<file path="config.mk">
export PLATFORM = sky130hd
export DESIGN_NAME = cpu_decode_stage_flat
export DESIGN_NICKNAME = d
export VERILOG_FILES = /design/src/rtl/cpu_decode_stage_pkg.sv /design/src/rtl/cpu_decode_stage_if.sv /design/src/rtl/cpu_decode_stage_fields.sv /design/src/rtl/cpu_decode_stage.sv /design/src/flat_wrapper.sv
export SDC_FILE = /design/constraint.sdc
export NUM_CORES = 1
export LEC_CHECK = 0
export ABC_AREA = 1
export BUFFER_PORTS_ARGS = -buffer_cell sky130_fd_sc_hd__buf_4
export CORE_MARGIN = 2
export CORE_UTILIZATION = 40
export DETAILED_ROUTE_END_ITERATION = 8
export GPL_TIMING_DRIVEN = 0
export HOLD_SLACK_MARGIN = 0.03
export PLACE_DENSITY = 0.75
export SYNTH_ARGS = -nofsm -noshare
export SYNTH_HDL_FRONTEND = slang
export SYNTH_SLANG_ARGS = --single-unit
export TNS_END_PERCENT = 100
</file>
<file path="constraint.sdc">
create_clock -name clock -period 4.2 [get_ports clock]
set_input_delay 0.63 -clock clock [delete_from_list [all_inputs] [get_ports clock]]
set_output_delay 0.63 -clock clock [all_outputs]
set_load 0.05 [all_outputs]
</file>
<file path="src/rtl/cpu_decode_stage_pkg.sv">
// Shared MIPS-I opcode/funct encodings, decode FSM states and the decoded-bundle type
// for the ID stage.
package cpu_pkg;

  localparam logic [5:0]
    OP_RTYPE = 6'h00, OP_REGIMM = 6'h01, OP_J    = 6'h02, OP_JAL   = 6'h03,
    OP_BEQ   = 6'h04, OP_BNE    = 6'h05, OP_BLEZ = 6'h06, OP_BGTZ  = 6'h07,
    OP_ADDI  = 6'h08, OP_ADDIU  = 6'h09, OP_SLTI = 6'h0A, OP_SLTIU = 6'h0B,
    OP_ANDI  = 6'h0C, OP_ORI    = 6'h0D, OP_XORI = 6'h0E, OP_LUI   = 6'h0F,
    OP_LB    = 6'h20, OP_LH     = 6'h21, OP_LWL  = 6'h22, OP_LW    = 6'h23,
    OP_LBU   = 6'h24, OP_LHU    = 6'h25, OP_LWR  = 6'h26,
    OP_SB    = 6'h28, OP_SH     = 6'h29, OP_SWL  = 6'h2A, OP_SW    = 6'h2B;

  localparam logic [5:0] FN_JR = 6'h08, FN_JALR = 6'h09;
  localparam logic [4:0] RA_INDEX = 5'd31;
  localparam logic [5:0] ILLEGAL_OPCODE = 6'h3F;

  typedef enum logic [1:0] {S_IDLE, S_ISSUE, S_WAIT, S_HOLD} state_e;

  typedef struct packed {
    logic [4:0]  src_s;
    logic [4:0]  src_t;
    logic [4:0]  dest;
    logic [5:0]  opcode;
    logic [5:0]  funct;
    logic [4:0]  shamt;
    logic [31:0] imm;
    logic [25:0] target;
  } decoded_t;

  function automatic logic funct_legal(input logic [5:0] fn);
    case (fn)
      6'h00, 6'h02, 6'h03, 6'h04, 6'h06, 6'h07, 6'h08, 6'h09, 6'h0C, 6'h0D,
      6'h10, 6'h11, 6'h12, 6'h13, 6'h18, 6'h19, 6'h1A, 6'h1B,
      6'h20, 6'h21, 6'h22, 6'h23, 6'h24, 6'h25, 6'h26, 6'h27, 6'h2A, 6'h2B:
        return 1'b1;
      default: return 1'b0;
    endcase
  endfunction

endpackage

</file>
<file path="src/rtl/cpu_decode_stage_if.sv">
// Fetch, register-file and EX-side signals of the decode stage. master = decode stage,
// slave = surrounding pipeline (fetch, regfile, EX).
interface cpu_decode_stage_if #(
  parameter int regCount = 32,
  parameter int PC_W     = 32
);
  localparam int RW = $clog2(regCount);

  logic            if_valid;
  logic [31:0]     if_instr;
  logic [PC_W-1:0] if_pc;
  logic            if_ready;
  logic [RW-1:0]   reg_s;
  logic [RW-1:0]   reg_t;
  logic [RW-1:0]   reg_id_d;
  logic            reg_stall;
  logic            flush;
  logic            ex_valid;
  logic            ex_ready;
  logic [5:0]      ex_opcode;
  logic [5:0]      ex_funct;
  logic [4:0]      ex_shamt;
  logic [31:0]     ex_imm;
  logic [25:0]     ex_target;
  logic [PC_W-1:0] ex_pc;
  logic [RW-1:0]   ex_dest;
  logic            ex_kill;

  modport master (
    input  if_valid, if_instr, if_pc, reg_stall, flush, ex_ready,
    output if_ready, reg_s, reg_t, reg_id_d, ex_valid, ex_opcode, ex_funct,
           ex_shamt, ex_imm, ex_target, ex_pc, ex_dest, ex_kill
  );

  modport slave (
    output if_valid, if_instr, if_pc, reg_stall, flush, ex_ready,
    input  if_ready, reg_s, reg_t, reg_id_d, ex_valid, ex_opcode, ex_funct,
           ex_shamt, ex_imm, ex_target, ex_pc, ex_dest, ex_kill
  );
endinterface

</file>
<file path="src/rtl/cpu_decode_stage_fields.sv">
// Combinational MIPS-I field split, immediate extension, source/dest selection and legality.
// CPU_DECODE_ILLEGAL_TRAP_EN: unknown encodings report ILLEGAL_OPCODE instead of passing through.
module cpu_instr_fields
  import cpu_pkg::*;
(
  input  logic [31:0] instr,
  output decoded_t    dec
);
  logic [5:0] op;
  logic [4:0] rs, rt, rd;
  logic [4:0] s, t, d;
  logic       legal, zext;
  logic [5:0] op_out;

  assign op = instr[31:26];
  assign rs = instr[25:21];
  assign rt = instr[20:16];
  assign rd = instr[15:11];

  // rt only counts as a source where it is really read, so no false lock stalls
  always_comb begin
    legal = 1'b1;
    zext  = 1'b0;
    s     = '0;
    t     = '0;
    d     = '0;
    case (op)
      OP_RTYPE: begin
        legal = funct_legal(instr[5:0]);
        s = rs;
        t = rt;
        d = (instr[5:0] == FN_JR) ? 5'd0 : rd;
      end
      OP_REGIMM: begin
        legal = (rt[3:1] == 3'b000);
        s = rs;
        d = rt[4] ? RA_INDEX : 5'd0;
      end
      OP_J: ;
      OP_JAL: d = RA_INDEX;
      OP_BEQ, OP_BNE: begin
        s = rs;
        t = rt;
      end
      OP_BLEZ, OP_BGTZ: s = rs;
      OP_ADDI, OP_ADDIU, OP_SLTI, OP_SLTIU,
      OP_LB, OP_LH, OP_LWL, OP_LW, OP_LBU, OP_LHU, OP_LWR: begin
        s = rs;
        d = rt;
      end
      OP_ANDI, OP_ORI, OP_XORI: begin
        s = rs;
        d = rt;
        zext = 1'b1;
      end
      OP_LUI: begin
        d = rt;
        zext = 1'b1;
      end
      OP_SB, OP_SH, OP_SWL, OP_SW: begin
        s = rs;
        t = rt;
      end
      default: legal = 1'b0;
    endcase
    if (!legal) begin
      s = '0;
      t = '0;
      d = '0;
    end
  end

`ifdef CPU_DECODE_ILLEGAL_TRAP_EN
  assign op_out = legal ? op : ILLEGAL_OPCODE;
`else
  assign op_out = op;
`endif

  always_comb begin
    dec.src_s  = s;
    dec.src_t  = t;
    dec.dest   = d;
    dec.opcode = op_out;
    dec.funct  = instr[5:0];
    dec.shamt  = instr[10:6];
    dec.imm    = zext ? {16'h0000, instr[15:0]} : {{16{instr[15]}}, instr[15:0]};
    dec.target = instr[25:0];
  end
endmodule

</file>
<file path="src/rtl/cpu_decode_stage.sv">
// MIPS-I decode stage: IDLE -> ISSUE -> WAIT* -> HOLD handshake with the regfile and EX.
// Illegal-encoding behaviour selected by CPU_DECODE_ILLEGAL_TRAP_EN (see cpu_instr_fields).
module cpu_decode_stage
  import cpu_pkg::*;
#(
  parameter int regCount = 32,
  parameter int PC_W     = 32
)(
  input  logic               clock,
  input  logic               reset,
  cpu_decode_stage_if.master bus
);
  localparam int RW = $clog2(regCount);

  state_e          state_q, state_d;
  logic [31:0]     instr_q, instr_d;
  logic [PC_W-1:0] pc_q, pc_d;
  logic            flush_q, flush_d;
  decoded_t        dec;
  logic            busy, flushed, has_dest;
  logic [RW-1:0]   dest_idx;

  // Decoding from the latched word keeps indices stable for the whole instruction
  cpu_instr_fields u_fields (.instr(instr_q), .dec(dec));

  assign busy     = (state_q != S_IDLE);
  assign flushed  = flush_q | bus.flush;
  assign has_dest = (dec.dest != 5'd0);
  assign dest_idx = busy ? RW'(dec.dest) : '0;

  assign bus.if_ready = (state_q == S_IDLE) && reset && !bus.flush;

  always_comb begin
    state_d = state_q;
    instr_d = instr_q;
    pc_d    = pc_q;
    flush_d = flush_q;
    case (state_q)
      S_IDLE: begin
        if (bus.if_valid && bus.if_ready) begin
          instr_d = bus.if_instr;
          pc_d    = bus.if_pc;
          state_d = S_ISSUE;
        end
      end
      S_ISSUE: begin
        flush_d = flushed;
        state_d = S_WAIT;
      end
      S_WAIT: begin
        flush_d = flushed;
        if (!bus.reg_stall) begin
          // A flushed instruction with no lock to release has nothing to tell EX
          if (flushed && !has_dest) begin
            state_d = S_IDLE;
            flush_d = 1'b0;
          end else begin
            state_d = S_HOLD;
          end
        end
      end
      S_HOLD: begin
        flush_d = flushed;
        if (bus.ex_ready || (flushed && !has_dest)) begin
          state_d = S_IDLE;
          flush_d = 1'b0;
        end
      end
      default: state_d = S_IDLE;
    endcase
  end

  always_ff @(posedge clock) begin
    if (!reset) begin
      state_q <= S_IDLE;
      instr_q <= '0;
      pc_q    <= '0;
      flush_q <= 1'b0;
    end else begin
      state_q <= state_d;
      instr_q <= instr_d;
      pc_q    <= pc_d;
      flush_q <= flush_d;
    end
  end

  assign bus.reg_s     = busy ? RW'(dec.src_s) : '0;
  assign bus.reg_t     = busy ? RW'(dec.src_t) : '0;
  assign bus.reg_id_d  = dest_idx;
  assign bus.ex_valid  = (state_q == S_HOLD);
  assign bus.ex_kill   = (state_q == S_HOLD) && flushed && has_dest;
  assign bus.ex_opcode = dec.opcode;
  assign bus.ex_funct  = dec.funct;
  assign bus.ex_shamt  = dec.shamt;
  assign bus.ex_imm    = dec.imm;
  assign bus.ex_target = dec.target;
  assign bus.ex_pc     = pc_q;
  assign bus.ex_dest   = dest_idx;
endmodule
</file>
<file path="src/flat_wrapper.sv">
// flat-port wrapper written by rule: the top's interface ports become plain ports
module cpu_decode_stage_flat import cpu_pkg::*;
#(
  parameter int regCount = 32,
  parameter int PC_W     = 32
)
  (clock, reset, bus_if_valid, bus_if_instr, bus_if_pc, bus_reg_stall, bus_flush, bus_ex_ready, bus_if_ready, bus_reg_s, bus_reg_t, bus_reg_id_d, bus_ex_valid, bus_ex_opcode, bus_ex_funct, bus_ex_shamt, bus_ex_imm, bus_ex_target, bus_ex_pc, bus_ex_dest, bus_ex_kill);
  cpu_decode_stage_if #(.regCount(regCount), .PC_W(PC_W)) bus_i ();
  input  logic clock;
  input  logic reset;
  input wire logic [$bits(bus_i.if_valid)-1:0] bus_if_valid;
  input wire logic [$bits(bus_i.if_instr)-1:0] bus_if_instr;
  input wire logic [$bits(bus_i.if_pc)-1:0] bus_if_pc;
  input wire logic [$bits(bus_i.reg_stall)-1:0] bus_reg_stall;
  input wire logic [$bits(bus_i.flush)-1:0] bus_flush;
  input wire logic [$bits(bus_i.ex_ready)-1:0] bus_ex_ready;
  output wire logic [$bits(bus_i.if_ready)-1:0] bus_if_ready;
  output wire logic [$bits(bus_i.reg_s)-1:0] bus_reg_s;
  output wire logic [$bits(bus_i.reg_t)-1:0] bus_reg_t;
  output wire logic [$bits(bus_i.reg_id_d)-1:0] bus_reg_id_d;
  output wire logic [$bits(bus_i.ex_valid)-1:0] bus_ex_valid;
  output wire logic [$bits(bus_i.ex_opcode)-1:0] bus_ex_opcode;
  output wire logic [$bits(bus_i.ex_funct)-1:0] bus_ex_funct;
  output wire logic [$bits(bus_i.ex_shamt)-1:0] bus_ex_shamt;
  output wire logic [$bits(bus_i.ex_imm)-1:0] bus_ex_imm;
  output wire logic [$bits(bus_i.ex_target)-1:0] bus_ex_target;
  output wire logic [$bits(bus_i.ex_pc)-1:0] bus_ex_pc;
  output wire logic [$bits(bus_i.ex_dest)-1:0] bus_ex_dest;
  output wire logic [$bits(bus_i.ex_kill)-1:0] bus_ex_kill;
  assign bus_i.if_valid = bus_if_valid;
  assign bus_i.if_instr = bus_if_instr;
  assign bus_i.if_pc = bus_if_pc;
  assign bus_i.reg_stall = bus_reg_stall;
  assign bus_i.flush = bus_flush;
  assign bus_i.ex_ready = bus_ex_ready;
  assign bus_if_ready = bus_i.if_ready;
  assign bus_reg_s = bus_i.reg_s;
  assign bus_reg_t = bus_i.reg_t;
  assign bus_reg_id_d = bus_i.reg_id_d;
  assign bus_ex_valid = bus_i.ex_valid;
  assign bus_ex_opcode = bus_i.ex_opcode;
  assign bus_ex_funct = bus_i.ex_funct;
  assign bus_ex_shamt = bus_i.ex_shamt;
  assign bus_ex_imm = bus_i.ex_imm;
  assign bus_ex_target = bus_i.ex_target;
  assign bus_ex_pc = bus_i.ex_pc;
  assign bus_ex_dest = bus_i.ex_dest;
  assign bus_ex_kill = bus_i.ex_kill;
  cpu_decode_stage #(.regCount(regCount), .PC_W(PC_W)) u_core (.clock(clock), .reset(reset), .bus(bus_i));
endmodule
</file>
* Word level (Yosys, flattened, before mapping) *
Memory sizes are Yosys's and may differ from the RTL's. A register that Yosys moved wholly into a read port is not among the register bits.
Index checks and enable logic that the tools add are counted.
Widths: inputs -> output; s select.

storage, ports and cells
  register bits after elaboration = 67
  ROM bits = 64
  input bits = 70
  logic and storage cells = 86
  memories kept = 1

operators by class
  eq/ne operators = 33
  mux-type cells = 25
  bitwise gates (word level) = 1
  reductions and logical operators = 22

memories
  memory            depth  width  read ports  clocked after Yosys merged registers in  wr ports  RTL line                    RTL
  (name not given)  64     1      1           1                                        0         cpu_decode_stage_pkg.sv:32  case (fn)

operator list
  operator            number
  $eq 6x6->1 const B  11
  $eq 6x4->1 const B  9
  $mux 5              10
  $mux 32             1
  $reduce_or 25->1    1
  $eq 6x3->1 const B  4
  $reduce_or 24->1    1
  $pmux 5 s4          1
  $reduce_or 15->1    1
  $eq 6x2->1 const B  2
  $mux 6              2
  $mux 2              4
  $pmux 2 s4          1
  $reduce_or 7->1     1
  $eq 6x1->1 const B  1
  $logic_and 1x1->1   6
  $logic_not 6->1     1
  $pmux 1 s3          2
  $reduce_bool 5->1   1
  $eq 2x2->1 const B  2
  $mux 1              4
  $ne 2x2->1 const B  2
  $reduce_or 4->1     1
  $logic_not 3->1     1
  10 further kinds    11

* Depth between registers and ports, before layout *
  word-level depth = 10
  mapped depth = 16
  depth with buffers taken out = 16

* Hierarchy *
A second synthesis with hierarchy kept.

second synthesis, totals
  cell total of the unflattened synthesis = 551
  area, all modules = 3808.7 um^2

by module, submodules not included
  module            instances  cells an instance  area each (um^2)  sequential area each (um^2)
  cpu_decode_stage  1          362                2752.6            1341.3
  cpu_instr_fields  1          189                1056.0            0.0

* Least setup slack after synthesis *
No wires, ideal clock.

  path type = flip-flop to output port
  from = register u_core.instr_q[31]
  to = output port bus_ex_kill
  arrival = 2.721 ns
  required time = 3.570 ns
  path slack = 0.849 ns
  stages on the path, launching flop included = 13
  path buffers = 0
  path through = dfxtp_1 -> inv_1 -> nor2_1 -> nand3_1 -> nand2_1 -> inv_2 -> nand2_2 -> nand2_1 -> nand2_1 -> nand2_1 -> nand2_2 -> nor2_4 -> a21boi_0

between the ends
  longest elaborated chain between the ends = 6
  elaborated cells on any way between the ends = 34
  those cells by class = 26 x eq/ne; 3 x mux; 5 x reduce/logical

RTL lines
  item                                                                   RTL line                       RTL
  from (decl)                                                            cpu_decode_stage.sv:16         logic [31:0] instr_q, instr_d;
  from (signal assigned)                                                 cpu_decode_stage.sv:81         instr_q <= instr_d;
  $eq 6x4->1, or another cell as far along                               cpu_decode_stage_fields.sv:27  case (op)
  $reduce_or 25->1 (no line) / $reduce_or 15->1 (equally long branches)  n/a
  $pmux 1 s3 / $pmux 5 s4 (equally long branches)                        cpu_decode_stage_fields.sv:27
  $mux 5 (*)                                                             cpu_decode_stage_fields.sv:66  if (!legal) begin
  $reduce_bool 5->1 (*)                                                  cpu_decode_stage.sv:28         assign has_dest = (dec.dest != 5'd0);
  $logic_and 1x1->1 (*)                                                  cpu_decode_stage.sv:91         assign bus.ex_kill = (state_q == S_HOLD) && flushed && has_dest;
  to (decl)                                                              flat_wrapper.sv:29             output wire logic [$bits(bus_i.ex_kill)-1:0] bus_ex_kill;

Every way passes the cells marked *; elsewhere a longest branch is shown, timed or not.

* Worst setup path after layout *
  from = register u_core.instr_q[30]
  to = output port bus_reg_s[0]

between the ends
  longest elaborated chain between the ends = 5
  elaborated cells on any way between the ends = 33
  those cells by class = 26 x eq/ne; 4 x mux; 3 x reduce/logical

RTL lines
  item                                                                   RTL line                       RTL
  $eq 6x4->1, or another cell as far along                               cpu_decode_stage_fields.sv:27
  $reduce_or 25->1 (no line) / $reduce_or 24->1 (equally long branches)  n/a
  $pmux 1 s3 / $mux 5 (equally long branches)                            cpu_decode_stage_fields.sv:27
  $mux 5 (*)                                                             cpu_decode_stage_fields.sv:66
  $mux 5 (*)                                                             cpu_decode_stage.sv:87         assign bus.reg_s = busy ? RW'(dec.src_s) : '0;
  to (decl)                                                              flat_wrapper.sv:18             output wire logic [$bits(bus_i.reg_s)-1:0] bus_reg_s;

Marks and branches as above.

==> metrics.cfg <==
[clock_network]
cts.sinks = 68
cts-buffers-inserted = 9
h-tree-depth = 3
clock_latency_ps = 340
postCtsSetupRepairBufs = 0
cts_resized = 0
clkSlewWorstSetupHoldPaths_ps = 70
cts_tree = done
hold_buffers = 0
cts_root_buf = clkbuf_8
cts_buffer_depth = 2

[placement]
place_congestion = 0.919
hpwl_mm = 8.07
io_buffers = 199
dpl.cell_count = 786

[setup_path]
crit_fanout = 5
required_ps = 3570
worst_ep_arrival_time_ps = 2410
setup.worst_path.class = reg -> out
startpoint_type = flop
crit_path_end_kind = output pin

[timing]
slew_violations = 0
final_hold_viol_count = 0
fmax_ghz = 0.329
layout_min_cycle_time_ps = 3040
finalCritPeriodShare_pct = 72.4
skew_ps = 9.48
worst_pin_slew_ps = 1160
setup_tns_ps = 0
maxSlewHeadroom_pct = 22.3
rsz0062_at_grt = no
hold-worst-slack_ps = 469
setup_viol = 0

[synth]
synth_area_per_cell_um2 = 6.99
synth.ff_latch_count = 68
ys_top_cells_by_area = dfxtp_1 40%, nand2_1 15%, buf_4 10%
yosysTopAreaCell = dfxtp_1
synth.most_common_cell = nand2_1
netlist.area_leader.share_pct = 40.4
synth_ff_type = dfxtp_1
syn-num-nets = 552
ys_types = 33
synth-seq-area-share_pct = 40.4
synth_edf_count = 0
synthTopCellsByCount = 133 x nand2_1, 68 x dfxtp_1, 66 x a21oi_1
yosysWarnings = 0
ys_async_sr_fraction_pct = 0
syn_inst = 482
syn_area_um2 = 3370

[global_routing]
overflow = 0
antenna_found_initial = 0
grt_pass1_wl_mm = 16.0
grt_max_degree = 17
grt_pass1_vias = 3480
grtUsageTotal_pct = 22.0

[pwr]
pwr_density_cell_nw_per_um2 = 493
ir_drop_v = 0.000278
power_mw = 2.58
p_leak_nw = 2.64

[drt]
firstDrtPassIters = 4
finalWirelength_mm = 10.2
via_count = 3727
routed_via_density = 4.65
drcViolationCount = 0
wl_per_cell_um = 12.7
antenna_left = 0
drt_iter0_markers = 132

[hold_path]
hp-class = reg -> reg

[finish]
nets = 762
drive_gt1_share_pct = 42.5
fillers = 741
finalNonFillerCells = 802
syn_to_final_growth_pct = 55.3
antennaDiodeCount = 0

[floorplanning]
num_rows = 33
die_w_um = 95.7
initial_core_util_pct = 41.2
die_area_um2 = 9170
io_pins = 200
core_area_um2 = 8180
fp.dieH_um = 95.7

[outcome]
status = completed

[job]
drv_cap = 0

-- registers in the layout, summed over array words and instances, names as in the netlist, named ones only --
signal and cells:
u_core.bus.ex_pc 32, u_core.flush_q 1, u_core.state_q 2, u_core.instr_q 32
-- worst max-delay path, stage by stage, from the launching register on --
cell and delay, ps:
dfxtp_1 450, nor2_1 130, nand2_1 90, nand3_1 120
nor4_1 900, nor3_1 130, buf_4 250
-- cell usage in the layout, fill, tap and decap left out, types with 6 or more instances in the layout --
| cell type | instances |
|---|---|
| buf_4 | 246 |
| buf_2 | 8 |
| o21ai_0 | 18 |
| a21oi_1 | 66 |
| nand3_1 | 17 |
| inv_1 | 34 |
| nand2_1 | 133 |
| nor2_1 | 31 |
| clkbuf_8 | 11 |
| clkbuf_1 | 11 |
| nor2_2 | 6 |
| dfxtp_1 | 68 |
| inv_2 | 7 |
| nor3_1 | 7 |
-- logic make-up (layout without fill, tap and decap cells) --
family                 count (synthesis)  count (layout)  share of synthesized area (%)
DFF                                   68              68                           40.4
AOI/OAI and AO/OA                     96              96                           15.1
and+or+nand+nor                      208             208                           26.5
buffers and inverters                110             325                           18.0
-- final timing paths --
check                                                          to  cells after the start                               from  slack [ps]
worst min-delay path            u_core.bus.ex_pc[20]$_SDFFE_PN0P_                      2  u_core.bus.ex_pc[20]$_SDFFE_PN0P_         470
worst max register to register     u_core.state_q[1]$_SDFFE_PN0P_                     13    u_core.instr_q[30]$_SDFFE_PN0P_        2290
worst max-delay path                                 bus_reg_s[0]                      6    u_core.instr_q[30]$_SDFFE_PN0P_        1160
worst min register to register  u_core.bus.ex_pc[20]$_SDFFE_PN0P_                      2  u_core.bus.ex_pc[20]$_SDFFE_PN0P_         470
-- power by group --
part / leakage [nW] / internal (mW) / total, mW / switching [mW]
Clock: 0.112 / 0.368 / 0.629 / 0.261
Sequential: 0.553 / 0.719 / 0.788 / 0.0684
Combinational: 1.98 / 0.376 / 1.16 / 0.783
-- layer usage --
metal / GRT usage, % / share of wire [%] / routed length (um) / up-vias
met1: 26.0 / 40 / 4040 / 1655
met5: 0 / 0 / 0 / -
met2: 36.5 / 48 / 4930 / 147
li1: - / - / - / 1907
met4: 8.33 / 2.2 / 224 / 0
met3: 7.91 / 10 / 1030 / 18
-- area by class of cell --
type,instances,area (um^2),area share (%)
timing repair buffer,199,1490,28.6
multi-input combinational,304,1400,26.8
sequential,68,1360,26.0
buffer,68,449,8.59
inverter,42,158,3.02
clock buffer,11,151,2.90
tap,105,131,2.51
clock inverter,5,83.8,1.60
-- stage by stage --
step | setup WS [ps] | util (%) | area (um^2)
floorplan | 849 | - | 3370
global placement | 1710 | 61.1 | 4990
detailed placement | 1640 | 61.1 | 4990
CTS | 1250 | 63.9 | 5230
global route | 1080 | 63.9 | 5230
finish | 1160 | 63.9 | 5230
Power figures use the tool's default switching activity.
